[src/rtl/rf_echo_sequencer.sv]
// Purpose : triggered spin-echo scheduler driving the RF switch gate and the acquisition gate.
// Latency : rf rises on the 3rd clk edge after trig is first sampled high (2 sync FFs + edge reg).
// Backpressure: none; trig edges while a sequence runs (or in the DONE cycle) are dropped, not queued.
//
// Ports:
//   clk, rst      single clock, synchronous active-high reset (overrides everything)
//   trig          asynchronous trigger; synchronised here, rising edge starts a sequence
//   abort         synchronous level abort; returns to IDLE next cycle with all outputs low
//   cfg_pi2/tau/acq/gap/reps   configuration, latched into shadow registers at start
//   cfg_npi       pi pulses per repetition (only with SEQ_CPMG_EN defined)
//   rf, acq       registered RF gate and acquisition gate (never high together)
//   busy, done    busy from start until completion; done is a one-cycle completion pulse
//
// Build option: define SEQ_CPMG_EN for the multi-pi (CPMG) train with the T3 refocus delay.
module rf_echo_sequencer #(
    parameter int CNT_W = 24,
    parameter int REP_W = 16,
    parameter int NPI_W = 8
) (
    input  logic             clk,
    input  logic             rst,
    input  logic             trig,
    input  logic             abort,
    input  logic [CNT_W-1:0] cfg_pi2,
    input  logic [CNT_W-1:0] cfg_tau,
    input  logic [CNT_W-1:0] cfg_acq,
    input  logic [CNT_W-1:0] cfg_gap,
    input  logic [REP_W-1:0] cfg_reps,
`ifdef SEQ_CPMG_EN
    input  logic [NPI_W-1:0] cfg_npi,
`endif
    output logic             rf,
    output logic             acq,
    output logic             busy,
    output logic             done
);

    typedef enum logic [3:0] {
        S_IDLE,
        S_P90,
        S_T1,
        S_P180,
        S_T2,
        S_ACQ,
        S_GAP,
        S_DONE
`ifdef SEQ_CPMG_EN
        ,
        S_T3
`endif
    } state_t;

    state_t r_state;
    state_t w_nxt;

    // Trigger synchroniser and edge register
    logic r_trig_s1;
    logic r_trig_s2;
    logic r_trig_d;
    logic w_trig_rise;
    logic w_start;

    // Shadow configuration, zero-clamped at latch time
    logic [CNT_W-1:0] r_pi2;
    logic [CNT_W-1:0] r_tau;
    logic [CNT_W-1:0] r_acq;
    logic [CNT_W-1:0] r_gap;
    logic [REP_W-1:0] r_reps_left;
`ifdef SEQ_CPMG_EN
    logic [NPI_W-1:0] r_npi;
    logic [NPI_W-1:0] r_pi_left;
`endif

    // Shared phase counter; one bit wider so the doubled pi width fits
    logic [CNT_W:0] r_cnt;
    logic [CNT_W:0] w_dur;
    logic           w_phase_end;

    logic r_rf;
    logic r_acq_o;
    logic r_busy;
    logic r_done;

    assign rf   = r_rf;
    assign acq  = r_acq_o;
    assign busy = r_busy;
    assign done = r_done;

    always_ff @(posedge clk) begin
        if (rst) begin
            r_trig_s1 <= 1'b0;
            r_trig_s2 <= 1'b0;
            r_trig_d  <= 1'b0;
        end else begin
            r_trig_s1 <= trig;
            r_trig_s2 <= r_trig_s1;
            r_trig_d  <= r_trig_s2;
        end
    end

    assign w_trig_rise = r_trig_s2 & ~r_trig_d;
    // abort beats a coincident trigger edge
    assign w_start     = (r_state == S_IDLE) && w_trig_rise && !abort;

    // Duration of the phase currently running
    always_comb begin
        w_dur = (CNT_W+1)'(1);
        case (r_state)
            S_P90:  w_dur = {1'b0, r_pi2};
            S_P180: w_dur = {r_pi2, 1'b0};
            S_T1,
            S_T2:   w_dur = {1'b0, r_tau};
`ifdef SEQ_CPMG_EN
            S_T3:   w_dur = {1'b0, r_tau};
`endif
            S_ACQ:  w_dur = {1'b0, r_acq};
            S_GAP:  w_dur = {1'b0, r_gap};
            default: w_dur = (CNT_W+1)'(1);
        endcase
    end

    // Durations are clamped to >= 1, so dur-1 never wraps
    assign w_phase_end = (r_cnt == w_dur - 1'b1);

    always_ff @(posedge clk) begin
        if (rst) begin
            r_state <= S_IDLE;
        end else begin
            r_state <= w_nxt;
        end
    end

    always_comb begin
        w_nxt = r_state;
        case (r_state)
            S_IDLE: if (w_start)     w_nxt = S_P90;
            S_P90:  if (w_phase_end) w_nxt = S_T1;
            S_T1:   if (w_phase_end) w_nxt = S_P180;
            S_P180: if (w_phase_end) w_nxt = S_T2;
            S_T2:   if (w_phase_end) w_nxt = S_ACQ;
            S_ACQ: begin
                if (w_phase_end) begin
`ifdef SEQ_CPMG_EN
                    if (r_pi_left != NPI_W'(1))
                        w_nxt = S_T3;
                    else
`endif
                    if (r_reps_left == REP_W'(1))
                        w_nxt = S_DONE;
                    else
                        w_nxt = S_GAP;
                end
            end
`ifdef SEQ_CPMG_EN
            S_T3:   if (w_phase_end) w_nxt = S_P180;
`endif
            S_GAP:  if (w_phase_end) w_nxt = S_P90;
            S_DONE: w_nxt = S_IDLE;
            default: w_nxt = S_IDLE;
        endcase
        if (abort && (r_state != S_IDLE))
            w_nxt = S_IDLE;
    end

    // Outputs are registered from the next state so they line up with the state register
    always_ff @(posedge clk) begin
        if (rst) begin
            r_cnt       <= '0;
            r_rf        <= 1'b0;
            r_acq_o     <= 1'b0;
            r_busy      <= 1'b0;
            r_done      <= 1'b0;
            r_pi2       <= '0;
            r_tau       <= '0;
            r_acq       <= '0;
            r_gap       <= '0;
            r_reps_left <= '0;
`ifdef SEQ_CPMG_EN
            r_npi       <= '0;
            r_pi_left   <= '0;
`endif
        end else begin
            // counter restarts on every phase entry
            if ((w_nxt != r_state) || (r_state == S_IDLE))
                r_cnt <= '0;
            else
                r_cnt <= r_cnt + 1'b1;

            r_rf    <= (w_nxt == S_P90) || (w_nxt == S_P180);
            r_acq_o <= (w_nxt == S_ACQ);
            r_busy  <= (w_nxt != S_IDLE) && (w_nxt != S_DONE);
            r_done  <= (w_nxt == S_DONE);

            if (w_start) begin
                r_pi2       <= (cfg_pi2  == '0) ? CNT_W'(1) : cfg_pi2;
                r_tau       <= (cfg_tau  == '0) ? CNT_W'(1) : cfg_tau;
                r_acq       <= (cfg_acq  == '0) ? CNT_W'(1) : cfg_acq;
                r_gap       <= (cfg_gap  == '0) ? CNT_W'(1) : cfg_gap;
                r_reps_left <= (cfg_reps == '0) ? REP_W'(1) : cfg_reps;
`ifdef SEQ_CPMG_EN
                r_npi       <= (cfg_npi  == '0) ? NPI_W'(1) : cfg_npi;
                r_pi_left   <= (cfg_npi  == '0) ? NPI_W'(1) : cfg_npi;
`endif
            end

            if ((r_state == S_ACQ) && (w_nxt == S_GAP)) begin
                r_reps_left <= r_reps_left - 1'b1;
`ifdef SEQ_CPMG_EN
                // every repetition gets the full pi train again
                r_pi_left   <= r_npi;
`endif
            end

`ifdef SEQ_CPMG_EN
            if ((r_state == S_ACQ) && (w_nxt == S_T3))
                r_pi_left <= r_pi_left - 1'b1;
`endif
        end
    end

endmodule
[config.mk]
export PLATFORM = sky130hd
export DESIGN_NAME = rf_echo_sequencer
export DESIGN_NICKNAME = d
export VERILOG_FILES = /design/src/rtl/rf_echo_sequencer.sv
export SDC_FILE = /design/constraint.sdc
export NUM_CORES = 1
export LEC_CHECK = 0
export CAP_MARGIN = 10
export CORE_ASPECT_RATIO = 0.9
export CORE_UTILIZATION = 30
export CTS_CLUSTER_DIAMETER = 30
export DETAILED_ROUTE_END_ITERATION = 7
export GPL_ROUTABILITY_DRIVEN = 0
export SKIP_LAST_GASP = 1
export SYNTH_ARGS = -nofsm -noshare
export SYNTH_HDL_FRONTEND = slang
export SYNTH_SLANG_ARGS = --single-unit
[constraint.sdc]
create_clock -name clk -period 5.8 [get_ports clk]
set_input_delay 0.58 -clock clk [delete_from_list [all_inputs] [get_ports clk]]
set_output_delay 0.58 -clock clk [all_outputs]
set_load 0.01 [all_outputs]
# Yosys cells after proc, flatten, opt, wreduce, memory -nomap -nowiden
# Cells that the tools add are included.
# op_classes
bitwise_logic,2
n_addsub,3
n_eq_ne,15
muxes,18
n_reduce_logical,19
# ops
op,count
$pmux 25 s5,1
$logic_not 24->1,4
$mux 24,4
$mux 16,3
$mux 4,8
$pmux 4 s7,1
$add 25x1->25 const B,1
$eq 25x25->1,1
$sub 25x1->25 const B,1
$eq 4x3->1 const B,6
$eq 16x1->1 const B,1
$logic_not 16->1,1
$sub 16x1->16 const B,1
$eq 4x2->1 const B,3
$eq 4x1->1 const B,2
$reduce_bool 4->1,2
$logic_and 1x1->1,5
$logic_not 4->1,1
$ne 4x3->1 const B,1
$ne 4x4->1,1
$reduce_or 2->1,2
$logic_or 1x1->1,2
$reduce_bool 2->1,1
$and 1x1->1,1
3 further kinds,3
# totals
reg_bits,148
word_cells,71

# Depth between registers and ports, before layout
# depth
ltp_word,11
mapped_depth,20
ltp_nobuf,15

# Least setup slack after synthesis
# No wires, ideal clock.
# synth_timing
path_type,register -> register
from,register r_state[0]
to,register r_reps_left[7]
setup_slack_ps,1344
t_arrival_ps,4377
path_buffers,3
stages_incl_launch_ff,17
synth_period_minus_slack_ps,4456
required_time_ps,5721
setup_time_ps,79
cell_sequence,dfxtp_1 buf_2 nor2b_1 buf_2 clkbuf_1 a2111oi_0 a21boi_1 ha_1 nand2_1 or3_1 a2111oi_2 o2111ai_1 nor4_2 nand4_2 or4b_1 or4_1 o211ai_1
# synth_via
elab_chain_len,11
word_cells_on_any_way,28
classes_between,add/sub: 1; eq/ne: 8; mux: 11; reduce/logical: 8
# synth_rtl
item,line,source
from (decl),53,state_t r_state;
from (signal assigned),129,r_state <= w_nxt;
$eq 4x3->1 or $eq 4x2->1 (tied branches),"108, 135",
$reduce_or 2->1,108,case (r_state)
$pmux 25 s5,108,
$sub 25x1->25,123,assign w_phase_end = (r_cnt == w_dur - 1'b1);
$eq 25x25->1,123,
$mux 4 (tied with other cells),157,S_GAP: if (w_phase_end) w_nxt = S_P90;
$pmux 4 s7,135,case (r_state)
$mux 4,161,if (abort && (r_state != S_IDLE))
$eq 4x3->1,206,if ((r_state == S_ACQ) && (w_nxt == S_GAP)) begin
$logic_and 1x1->1,206,
$mux 16 or $reduce_bool 2->1 (tied branches),-,
to (signal assigned),199,r_reps_left <= (cfg_reps == '0) ? REP_W'(1) : cfg_reps;
to (signal assigned),207,r_reps_left <= r_reps_left - 1'b1;
to (decl),68,logic [REP_W-1:0] r_reps_left;
# Parallel ways exist; a longest one is shown, timed or not.
# A chain may end at the register's enable or synchronous reset.

# Worst setup path after layout
# layout_timing
from,register r_state[3]
to,register r_reps_left[7]
# The elaborated chain is that of the path after synthesis.

==> impl_results.md <==
- Most numerous cell in the Yosys netlist: nand2_1
- Met2 GRT Util: 27.6%
- Root buf cell: clkbuf_16
- # port buffers: about 120
- CP required: a little over 6 ns
- CTS H-tree depth: 4
- WHS: 0.456 ns
- Critical Path End Type: flip-flop
- Number of global-route vias before repair: 7446
- MaxCap Viol Count: 0
- Power Dens Cells: 226 mW/mm^2
- Rel. slew slack: 35.2%
- Startpoint types: flip-flop
- EDFF count, synth: 0
- Synth top area cells: dfxtp_1 36%, nand2_1 11%, a21oi_1 7.0%, nor2_1 3.3%, mux2_2 3.0%
- IO Pins: 120
- Fillcell total: roughly 2700
- GR Util met1: a little over a quarter
- CP Class: flip-flop to flip-flop
- Worst path bufs/invs: 1
- Routed wire length: ~26000 um
- Worst skew pair latency: 0.44 ns
- Fin area: slightly above 0.01 mm^2
- Setup-failing EPs final: 0
- CTS resizes: 0
- Final nets: 1265
- Unrepaired setup endpoints after global routing: false
- Top cell type by total area after synthesis: dfxtp_1
- Share of layout cells above drive strength 1: about a tenth
- Routed wire length per instance: roughly 17 um
- Synthesized area: 0.00817 mm^2
- Slew Limit Fails: 0
- N_diodes: 0
- Post-CTS Hold Buffers: 0
- Largest net degree at the start of global routing: slightly above 70
- Post-Syn Area per Cell: roughly 7.7 um^2
- Worst slack at placement: around 0.49 ns
- Register bit total from synthesis: approximately 150
- PnR worst setup slack: around 0.43 ns
- Critical Path, Cell by Cell: nor2_1 -> and2_1 -> a222oi_1 -> nand3_1 -> nor4b_2 -> buf_4 -> and4_1 -> o2111ai_1 -> nor4_2 -> nand4_2 -> or4b_1 -> or4_1 -> o211ai_1
- Hold Vio Cnt, Final: 0
- Global-route wire length before repair: ~41000 um
- Max rail drop VDD: ~0.00015 V
- CP max-delay cell: a222oi_1
- GRT busiest layer: met2
- DRC Markers: 0
- Outcome: complete, no violations
- GRT met3 Usage: under 10%
- Min cycle time layout: between 5 and 6 ns
- Crit-path max cell delay: 0.86 ns
- Initial DRT Pass Iterations: 7
- Critical path's top delay family: simple AND/OR/NAND/NOR gates
- Post-synthesis sequential area ratio: 36.3%
- Vias per cell: between 5 and 6
- CP max FO: 16
- Synth cell types: just over 80
- Fin Clk Skew: about 0.014 ns
- DRT antenna net count: 0
- Clock sink total: roughly 150
- Syn. warnings: 0
- Hold WC Path Type: flip-flop to flip-flop
- Full die area: approximately 0.028 mm^2
- Period utilization: between 90 and 100%
- Critical Path AT: 5.72 ns
- Setup TNS: 0 ns
- HPWL after DPL: around 19000 um
- Die Wd: around 180 um
- Area Overhead vs Synth: 26.0%
- Initial antenna violation count: 0
- Synth Net Count: about 1200
- Synth Instances: between 1000 and 1500
- CTS Buf Count: 17
- Row count: 56
- Vias: around 8100
- Top cells by count, synth: 235 x nand2_1, 148 x dfxtp_1, 114 x a21oi_1, 72 x nor2_1, 51 x clkbuf_1
- Post-CTS Setup Inserts: 0
- Die Y: 159 um
- Area after DPL: approximately 0.0097 mm^2
- Max clock buf depth: 2
- Initial core utilization: ~31%
- Max Fclk: between 150 and 200 MHz
- Core box area: ~0.026 mm^2
- Total gr overflow: 0
- Main synth FF type: dfxtp_1
- Asr flop ratio synth: 0%
- Tot GR Track Use: a little under a fifth
- Worst slew pin tran: about 0.96 ns
- TritonCTS clock tree: built
- Worst-path clk slew: ~0.07 ns
- P_leak: between 0.003 and 0.004 uW
- Post-synth top area share: 36.3%
- Initial DRC count: roughly 700
==> flip-flops by register name, indices dropped and copies added (netlist names), 4 cells and up <==
name and cells:
r_cnt 25, r_acq 24, r_state 4, r_pi2 24, r_tau 24, r_gap 24, r_reps_left 16
==> worst min-delay path, cell delays in order (launching register included) <==
cell	delay, ns
dfxtp_1	0.31
nand2_1	0.05
a21oi_1	0.05
==> worst paths after layout <==
kind	startpoint	end	slack (ns)	cells past startpoint
hold reg to reg	r_gap[9]	r_gap[9]	0.46	2
setup reg to reg	r_state[3]	r_reps_left[7]	0.43	13
setup / recovery	r_state[3]	r_reps_left[7]	0.43	13
hold / removal	r_gap[9]	r_gap[9]	0.46	2
==> per-stage QoR <==
stage / total power [uW] / utilization, % / std cells
global placement: 1240 / 36.6 / 1473
global route: 2410 / 39.0 / 1506
CTS: 2350 / 38.9 / 1505
finish: 2330 / 39.0 / 1506
detailed placement: 1230 / 36.6 / 1473
floorplan: 1120 / - / 1054
==> power breakdown <==
part	internal [uW]	switching (uW)	leakage (uW)
sequential	1030	9.82	0.00119
clock	584	529	0.000292
combinational	93.1	83.7	0.00192
total	1700	622	0.00341
==> logic make-up after synthesis <==
| family | count (synthesis) | share of synthesized area [%] |
|---|---|---|
| compound gates | 240 | 19.7 |
| xor+xnor | 50 | 5.46 |
| fa+ha+maj | 4 | 0.613 |
| buf+inv | 88 | 4.44 |
| flops | 148 | 36.3 |
| mux | 33 | 4.40 |
| other cells | 1 | 0.0459 |
| simple gates | 490 | 29.0 |
==> cell usage in the layout (no fill, tap or decap), drive strengths merged, types with 12 or more instances in the layout <==
cell type,synthesis,layout
a21oi,114,114
a22o,14,14
a31oi,13,13
buf,18,24
clkbuf,52,17
clkdlybuf4s50,0,118
dfxtp,148,148
inv,18,26
mux2,23,23
nand2,236,236
nand3,24,24
nand4,23,23
nor2,72,72
nor2b,14,14
nor3,20,20
nor4,39,39
o21ai,12,12
xnor2,28,28
xor2,22,22
==> area by class of cell <==
class | count | area (um^2) | share of cell area [%]
repair buffers | 142 | 1360 | 13.2
flip-flops and latches | 148 | 2960 | 28.8
multi-input cells | 818 | 4860 | 47.2
clock buffers | 17 | 425 | 4.13
well taps | 348 | 435 | 4.23
clock inverters | 15 | 180 | 1.75
inverters | 18 | 67.6 | 0.657
==> metal layers <==
metal,part of all wire [%],vias up
met5,0,-
met4,1.4,0
met3,6.5,30
met2,43,285
met1,50,3794
li1,-,3973
Power figures use the tool's default switching activity.
